==> config.mk <==
export PLATFORM = sky130hd
export DESIGN_NAME = cdb_arbiter
export DESIGN_NICKNAME = d
export VERILOG_FILES = /design/src/rtl/cdb_arbiter.sv
export SDC_FILE = /design/constraint.sdc
export NUM_CORES = 1
export LEC_CHECK = 0
export ABC_AREA = 1
export CORE_UTILIZATION = 39
export DETAILED_ROUTE_END_ITERATION = 6
export GPL_ROUTABILITY_DRIVEN = 0
export PLACE_DENSITY = 0.65
export SLEW_MARGIN = 20
export SYNTH_ARGS = -nofsm -noshare
export SYNTH_HDL_FRONTEND = slang
export SYNTH_SLANG_ARGS = --single-unit
==> constraint.sdc <==
create_clock -name clk -period 2.5 [get_ports clk]
set_clock_uncertainty 0.15 [all_clocks]
set_input_delay 0.625 -clock clk [delete_from_list [all_inputs] [get_ports clk]]
set_output_delay 0.625 -clock clk [all_outputs]
set_load 0.01 [all_outputs]
==> src/rtl/cdb_arbiter.sv <==
// Round-robin share of the integer CDB among NREQ units, each with a 1-entry holding slot.
// Latency: transfer -> slot full next cycle -> on CDB the cycle after; CDB has no backpressure, units see req_ready.
module cdb_arbiter #(
    parameter int NREQ   = 4,
    parameter int TAG_W  = 6,
    parameter int DATA_W = 32
) (
    input  logic                      clk,
    input  logic                      reset,
    input  logic                      flush,
    input  logic [NREQ-1:0]           req_valid,
    input  logic [NREQ*TAG_W-1:0]     req_tag,
    input  logic [NREQ*DATA_W-1:0]    req_data,
    output logic [NREQ-1:0]           req_ready,
    output logic [TAG_W+DATA_W-1:0]   cdb_int,
    output logic                      cdb_valid,
    output logic [$clog2(NREQ)-1:0]   grant_id
);
    localparam int IDW = $clog2(NREQ);

    logic [NREQ-1:0]          r_full;
    logic [TAG_W-1:0]         r_tag  [NREQ];
    logic [DATA_W-1:0]        r_data [NREQ];
    logic [IDW-1:0]           r_ptr;
    logic [TAG_W+DATA_W-1:0]  r_cdb;
    logic                     r_cdb_vld;
    logic [IDW-1:0]           r_gid;

    logic                     w_gnt_any;
    logic [IDW-1:0]           w_gnt_idx;
    logic [NREQ-1:0]          w_grant;
    logic [NREQ-1:0]          w_load;
    logic [IDW-1:0]           w_ptr_nxt;

    function automatic logic [IDW-1:0] wrap_add(input logic [IDW-1:0] a, input int b);
        int s;
        s = int'(a) + b;
        if (s >= NREQ) s = s - NREQ;
        return IDW'(s);
    endfunction

    // First full slot at or after the pointer wins
    always_comb begin
        w_gnt_any = 1'b0;
        w_gnt_idx = '0;
        for (int o = 0; o < NREQ; o++) begin
            if (!w_gnt_any && r_full[wrap_add(r_ptr, o)]) begin
                w_gnt_any = 1'b1;
                w_gnt_idx = wrap_add(r_ptr, o);
            end
        end
    end

    always_comb begin
        w_grant = '0;
        if (w_gnt_any) w_grant[w_gnt_idx] = 1'b1;
    end

    // A draining slot may be refilled in the same cycle
    assign req_ready = {NREQ{reset & ~flush}} & (~r_full | w_grant);

    // Null-tag transfers are accepted but never occupy the slot
    always_comb begin
        w_load = '0;
        for (int i = 0; i < NREQ; i++)
            w_load[i] = req_valid[i] & req_ready[i] & (|req_tag[i*TAG_W +: TAG_W]);
    end

    assign w_ptr_nxt = (w_gnt_idx == IDW'(NREQ-1)) ? '0 : w_gnt_idx + IDW'(1);

    always_ff @(posedge clk or negedge reset) begin
        if (!reset) begin
            r_full    <= '0;
            r_ptr     <= '0;
            r_cdb     <= '0;
            r_cdb_vld <= 1'b0;
            r_gid     <= '0;
            for (int i = 0; i < NREQ; i++) begin
                r_tag[i]  <= '0;
                r_data[i] <= '0;
            end
        end else if (flush) begin
            r_full    <= '0;
            r_cdb     <= '0;
            r_cdb_vld <= 1'b0;
        end else begin
            for (int i = 0; i < NREQ; i++) begin
                if (w_load[i]) begin
                    r_full[i] <= 1'b1;
                    r_tag[i]  <= req_tag[i*TAG_W +: TAG_W];
                    r_data[i] <= req_data[i*DATA_W +: DATA_W];
                end else if (w_grant[i]) begin
                    r_full[i] <= 1'b0;
                end
            end
            if (w_gnt_any) begin
                r_cdb     <= {r_tag[w_gnt_idx], r_data[w_gnt_idx]};
                r_cdb_vld <= 1'b1;
                r_gid     <= w_gnt_idx;
                r_ptr     <= w_ptr_nxt;
            end else begin
                r_cdb     <= '0;
                r_cdb_vld <= 1'b0;
            end
        end
    end

    assign cdb_int   = r_cdb;
    assign cdb_valid = r_cdb_vld;
    assign grant_id  = r_gid;

endmodule

==> impl_metrics.py, run 1 <==
metrics = {
    "route": {
        "routed_via_density": 5.11,
        "wl_per_cell_um": 18.1,
        "highest_layer": "met4",
        "wl_um": 31800,
        "met3_wirelength_um": 2070,
        "final_antenna_net_count": 0,
        "vias": 8987,
        "routed-wl-met2_um": 15700,
        "drt_iter0_drc": 679,
        "route.layer.met1.wl_um": 13400,
        "drtPass1Iterations": 5,
        "drc_errors": 0,
    },
    "logic_synthesis": {
        "synth_area_um2": 9330,
        "yosysTopAreaCell": "dfrtp_1",
        "synthesis.yosys.warnings": 0,
        "synth_cells": 1185,
        "netlist.area_leader.share_pct": 53.4,
        "seq_area_frac_synth_pct": 53.4,
        "ys_ff_latch": 199,
        "syn_avg_cell_area_um2": 7.87,
        "synth.distinct_cells": 31,
        "syn_nets": 1345,
        "yosys-top-cells-area": "dfrtp_1, nand2_1, nand4_1, nand3_1, inv_1",
    },
    "sta": {
        "max_freq_mhz": 327,
        "final-hold-violation-count": 0,
        "report.final.slew_viol_count": 0,
        "worstMarginPinSlew_ps": 892,
        "finalSetupViolations": 106,
        "fin_crit_sh_pct": 122,
        "relSlewSlack_pct": 40.6,
        "rsz0062_at_grt": "true",
        "post-route-worst-setup-slack_ps": -558,
        "period_needed_ps": 3060,
    },
    "layout": {
        "layout_commonest_cell": "nand2_1",
        "nFillCells": 2132,
        "drive_gt1_share_pct": 17.3,
        "nets": 1588,
        "antenna_cells": 0,
        "multi_input_area_um2": 4100,
        "seq_area_um2": 4980,
        "fin_cells": 1759,
        "fin_area_um2": 13600,
        "area_growth_syn_to_layout_pct": 46.2,
        "layout_common_cells": "nand2_1, clkdlybuf4s50_1, dfrtp_1",
    },
    "clock_network": {
        "root_buffer": "clkbuf_16",
        "clkSinkCount": 199,
        "cts_made_buffers": 17,
        "clock_latency_ps": 440,
        "cts_tree": "yes",
        "cts_hold_buf": 0,
        "htreeDepth": 4,
        "clkTransAtPathRegs_ps": 70,
        "clock_path_buffers": 2,
    },
    "power_and_ir_drop": {
        "netSwitchingFraction_pct": 43.4,
        "p_switching_mw": 7.20,
        "peakVddDrop_uv": 1020,
        "power_frac_clock_pct": 16.9,
        "internal_power_mw": 9.40,
        "leakagePower_nw": 6.81,
        "pwr-share-seq_pct": 28.2,
        "p_per_area_nw_per_um2": 1220,
        "finalPower_mw": 16.6,
        "combPwrFrac_pct": 54.9,
    },
    "floorplan": {
        "start_util_pct": 39.7,
        "die_x_um": 157,
        "io_pins": 204,
        "die_h_um": 157,
        "core_area_um2": 23500,
        "die_area_um2": 24500,
        "num_rows": 56,
    },
    "global_routing": {
        "grt_pass1_vias": 8534,
        "grt_use_total_pct": 24.4,
        "grt_max_degree": 100,
        "antenna_found_initial": 0,
        "grt_first_pass_wirelength_um": 45400,
        "gr-total-overflow": 0,
    },
    "setup_path": {
        "cp.arrival_ps": 2280,
        "regToRegSetupSlack_ps": -180,
        "crit_fanout": 8,
        "cp.required_ps": 1730,
        "crit_type": "reg -> out",
        "start_kind": "register",
        "end_kind": "output pin",
    },
    "run_status": {
        "violations": "negative setup slack",
        "status": "finished with violations",
    },
    "place": {
        "place_hpwl_um": 19900,
        "port_buffers": 203,
        "dp_cells": 1688,
        "placed_area_um2": 11900,
    },
    "worst_hold_path": {
        "min-delay-path-class": "in -> async",
    },
    "run": {
        "drv_cap": 0,
    },
}
[logic make-up (layout without fill, tap and decap cells)]
kind of cell               count (synthesis)  after routing  share of synthesized area [%]
and+or+nand+nor                          747            747                           33.7
DFF                                      199            199                           53.4
buffers and inverters                    138            393                           7.22
AOI/OAI and AO/OA                        100            100                           5.57
adders and majority gates                  1              1                          0.134
[cell type report]
cell class,instances,area share (%)
Tap cell,319,2.93
Multi-Input combinational cell,848,30.1
Clock inverter,13,1.06
Inverter,60,1.71
Sequential cell,199,36.5
Clock buffer,18,3.22
Timing Repair Buffer,302,24.5
[power groups by stage]
stage	Combinational [mW]	Clock, mW	Sequential (mW)
floorplan	4.25	0	4.62
detailed placement	6.71	0	4.67
CTS	7.16	2.84	4.63
finish	9.12	2.81	4.68
global route	9.90	2.95	4.77
global placement	6.60	0	4.66
[per-stage QoR]
stage          utilization (%)  worst slack (ps)  setup TNS [ps]  hold WS (ps)
6_report                  58.1              -558           -8470           112
5_1_grt                   58.1              -722          -30910           140
4_1_cts                   54.9              -467           -2050           118
3_5_place_dp              50.8              -576           -8140           304
3_3_place_gp              50.8              -491           -2500           300
2_1_floorplan                -             -73.0           -73.0           179
[critical path, stage by stage, from the launching register on]
cell      delay, ps
dfrtp_2         490
clkinv_4        150
nand2_4         110
nand2_1          60
nand2_1          60
nand2_1         120
nand3_1         160
nor2_1           80
nor2_4          150
ha_4            140
nand2_2          60
a21oi_2         120
buf_4           150
[final timing paths]
path / end / cells after the start / from
setup / recovery: req_ready[1] / 12 / r_ptr[0]
hold reg to reg: r_data[103] / 2 / r_data[103]
min in group clk: r_data[103] / 2 / r_data[103]
max in group asynchronous: r_data[72] / 3 / reset
hold / removal: r_data[112] / 2 / reset
setup reg to reg: r_data[82] / 16 / r_ptr[0]
[repair_timing]
action                                  in CTS  in global routing
endpoints found under the hold margin        0                  0
resized for setup                           71                107
cloned                                       6                 15
endpoints found under the setup margin      88                196
pin swaps                                   16                 14
buffers inserted                             9                 12
[flip-flops by register name (all words and copies together) (netlist names)]
| name | count |
|---|---|
| r_ptr | 2 |
| cdb_valid | 1 |
| r_full | 4 |
| grant_id | 2 |
| r_data | 128 |
| cdb_int | 38 |
| r_tag | 24 |
[cells in the mapped netlist]
cell type    n
buf_1        2
buf_6       10
clkinv_1     1
nand4_1     78
nor4_1       3
nor2_1       6
ha_1         1
clkbuf_1    26
clkbuf_2     1
nor2_4       1
nand3_1     55
a21boi_1     1
nand2_4      1
dfrtp_1    199
o31ai_1      1
or2_1        1
nand2_2      8
inv_1       53
nand2_1    586
inv_4        1
o21ai_0     27
inv_2        5
buf_4       11
nand3b_2     1
o21ai_1     34
or2_2        6
o21a_1       1
buf_2       28
nand3_2      1
a21oi_1     35
a21oi_4      1
[per-layer routing]
layer | GRT usage [%] | vias up
met5 | 0 | -
li1 | - | 4277
met1 | 31.3 | 4327
met3 | 4.38 | 49
met2 | 42.3 | 334
met4 | 6.40 | 0
(Power assumes the default switching activity.)
==> run 2, diff against run 1 <==
- PLACE_DENSITY: 0.65 -> 0.62
- clock period: 2.5 -> 3.4 ns (I/O delays scaled with it)
==> impl_metrics.py, run 2 (synthesized netlist as in run 1, its figures left out) <==
metrics = {
    "run_status": {
        "status": "finished clean",
    },
    "setup_path": {
        "worst-path-buf-inv": 4,
        "worst_path_max_delay_cell": "dfrtp_2",
        "cp_top_family": "simple AND/OR/NAND/NOR gates",
        "regToRegSetupSlack_ps": 410,
        "crit_fanout": 6,
        "cp.arrival_ps": 2350,
        "crit_type": "reg -> out",
        "cp.required_ps": 2400,
        "end_kind": "output pin",
        "start_kind": "register",
        "cp_cell_sequence": "buf_6, nand2_2, nand3_2, nand2_4, buf_4, a21oi_2, nand2_1, nand2_4, inv_4, ha_4, nand2_2, a21oi_2, buf_2",
        "max_stage_delay_ps": 480,
    },
    "run": {
        "drv_cap": 0,
    },
    "layout": {
        "largest_reg_flops": 128,
        "top_register": "r_data",
        "drive_gt1_share_pct": 8.92,
        "nFillCells": 2282,
        "layout_commonest_cell": "nand2_1",
        "fin_area_um2": 12300,
        "area_growth_syn_to_layout_pct": 32.0,
        "layout_common_cells": "nand2_1, clkdlybuf4s50_1, dfrtp_1",
        "nets": 1526,
        "fin_cells": 1699,
    },
    "route": {
        "drt_iter0_drc": 631,
        "drtPass1Iterations": 5,
        "wl_um": 28300,
        "vias": 8541,
        "wl_per_cell_um": 16.6,
        "final_antenna_net_count": 0,
        "drc_errors": 0,
        "routed_via_density": 5.03,
    },
    "global_routing": {
        "grt_first_pass_wirelength_um": 44400,
        "grt_pass1_vias": 8388,
        "gr-total-overflow": 0,
        "antenna_found_initial": 1,
        "grt_use_total_pct": 23.9,
        "grt_max_degree": 148,
    },
    "sta": {
        "final-hold-violation-count": 0,
        "report.final.slew_viol_count": 0,
        "max_freq_mhz": 299,
        "worstMarginPinSlew_ps": 906,
        "fin_crit_sh_pct": 98.5,
        "period_needed_ps": 3350,
        "relSlewSlack_pct": 39.6,
        "finalSetupViolations": 0,
    },
    "place": {
        "place_hpwl_um": 19300,
        "placed_area_um2": 11600,
        "port_buffers": 203,
        "dp_cells": 1660,
    },
    "floorplan": {
        "die_x_um": 157,
        "die_h_um": 157,
        "core_area_um2": 23500,
        "num_rows": 56,
        "die_area_um2": 24500,
        "io_pins": 204,
        "start_util_pct": 39.7,
    },
    "clock_network": {
        "clock_latency_ps": 440,
        "root_buffer": "clkbuf_16",
        "clock_path_buffers": 2,
        "cts_hold_buf": 0,
        "cts_made_buffers": 17,
        "clkSinkCount": 199,
        "cts_tree": "yes",
        "htreeDepth": 4,
        "clkTransAtPathRegs_ps": 70,
    },
    "power_and_ir_drop": {
        "leakagePower_nw": 6.21,
        "p_per_area_nw_per_um2": 854,
        "peakVddDrop_uv": 506,
    },
    "worst_hold_path": {
        "min-delay-path-class": "reg -> reg",
    },
}
run 2: changes by cell type in the layout (fill, tap and decap cells not counted), moves of 12 or more:
cell	delta
o21ai_0	+12
buf_6	-20
buf_4	-14
o21ai_2	-13
nand2_2	-25
a21oi_1	+12
buf_12	-12
nand2_1	+37
run 2: metal layers:
layer / wire (µm) / global-route usage, % / up-vias
met5: 0 / 0 / -
met4: 476 / 7.10 / 0
met3: 1610 / 5.26 / 31
li1: - / - / 4151
met2: 13900 / 39.7 / 260
met1: 12300 / 31.1 / 4099
run 2: worst paths after layout:
kind                                end  cells past startpoint       from
setup / recovery           req_ready[1]                     13   r_ptr[0]
hold / removal                r_tag[18]                      2  r_tag[18]
setup reg to reg             cdb_int[0]                     14   r_ptr[0]
hold reg to reg               r_tag[18]                      2  r_tag[18]
max in group asynchronous      r_ptr[0]                      3      reset
min in group asynchronous    r_data[71]                      2      reset
run 2: tightest hold or removal path: cells and delay by family, from the launching register on:
kind,cells,cell delay (ps)
AND/OR/NAND/NOR,2,100
flip-flops,1,340
run 2: cell type report:
class | instances | area (µm²) | area share, %
sequential | 199 | 4980 | 40.5
inverter | 60 | 230 | 1.87
clock buffer | 18 | 429 | 3.49
multi-input combinational | 848 | 3770 | 30.6
timing repair buffer | 240 | 2340 | 19.0
antenna | 1 | 2.50 | 0.0203
tap | 319 | 399 | 3.24
clock inverter | 14 | 164 | 1.33
run 2: power breakdown:
part	internal [mW]	switching (mW)
Clock	1.11	0.979
Sequential	3.04	0.363
Combinational	1.72	3.30
Total	5.87	4.64
run 2: stage by stage:
stage	power (mW)	TNS, ps	setup WS (ps)	utilization [%]	hold WS (ps)
after floorplan	6.44	0	490	-	287
after global placement	8.13	0	4.56	49.3	299
after detailed placement	8.20	-43.6	-33.9	49.3	303
after CTS	10.3	0	5.25	51.9	322
after global routing	11.3	-225	-98.3	52.5	332
final	10.5	0	50.1	52.5	319
run 2: repair_timing:
item / CTS / global route
endpoints found under the hold margin: 0 / 0
resized for setup: 15 / 33
pin swaps: 4 / 12
setup endpoints to repair: 4 / 4
cloned: 0 / 0
setup buffers: 2 / 4
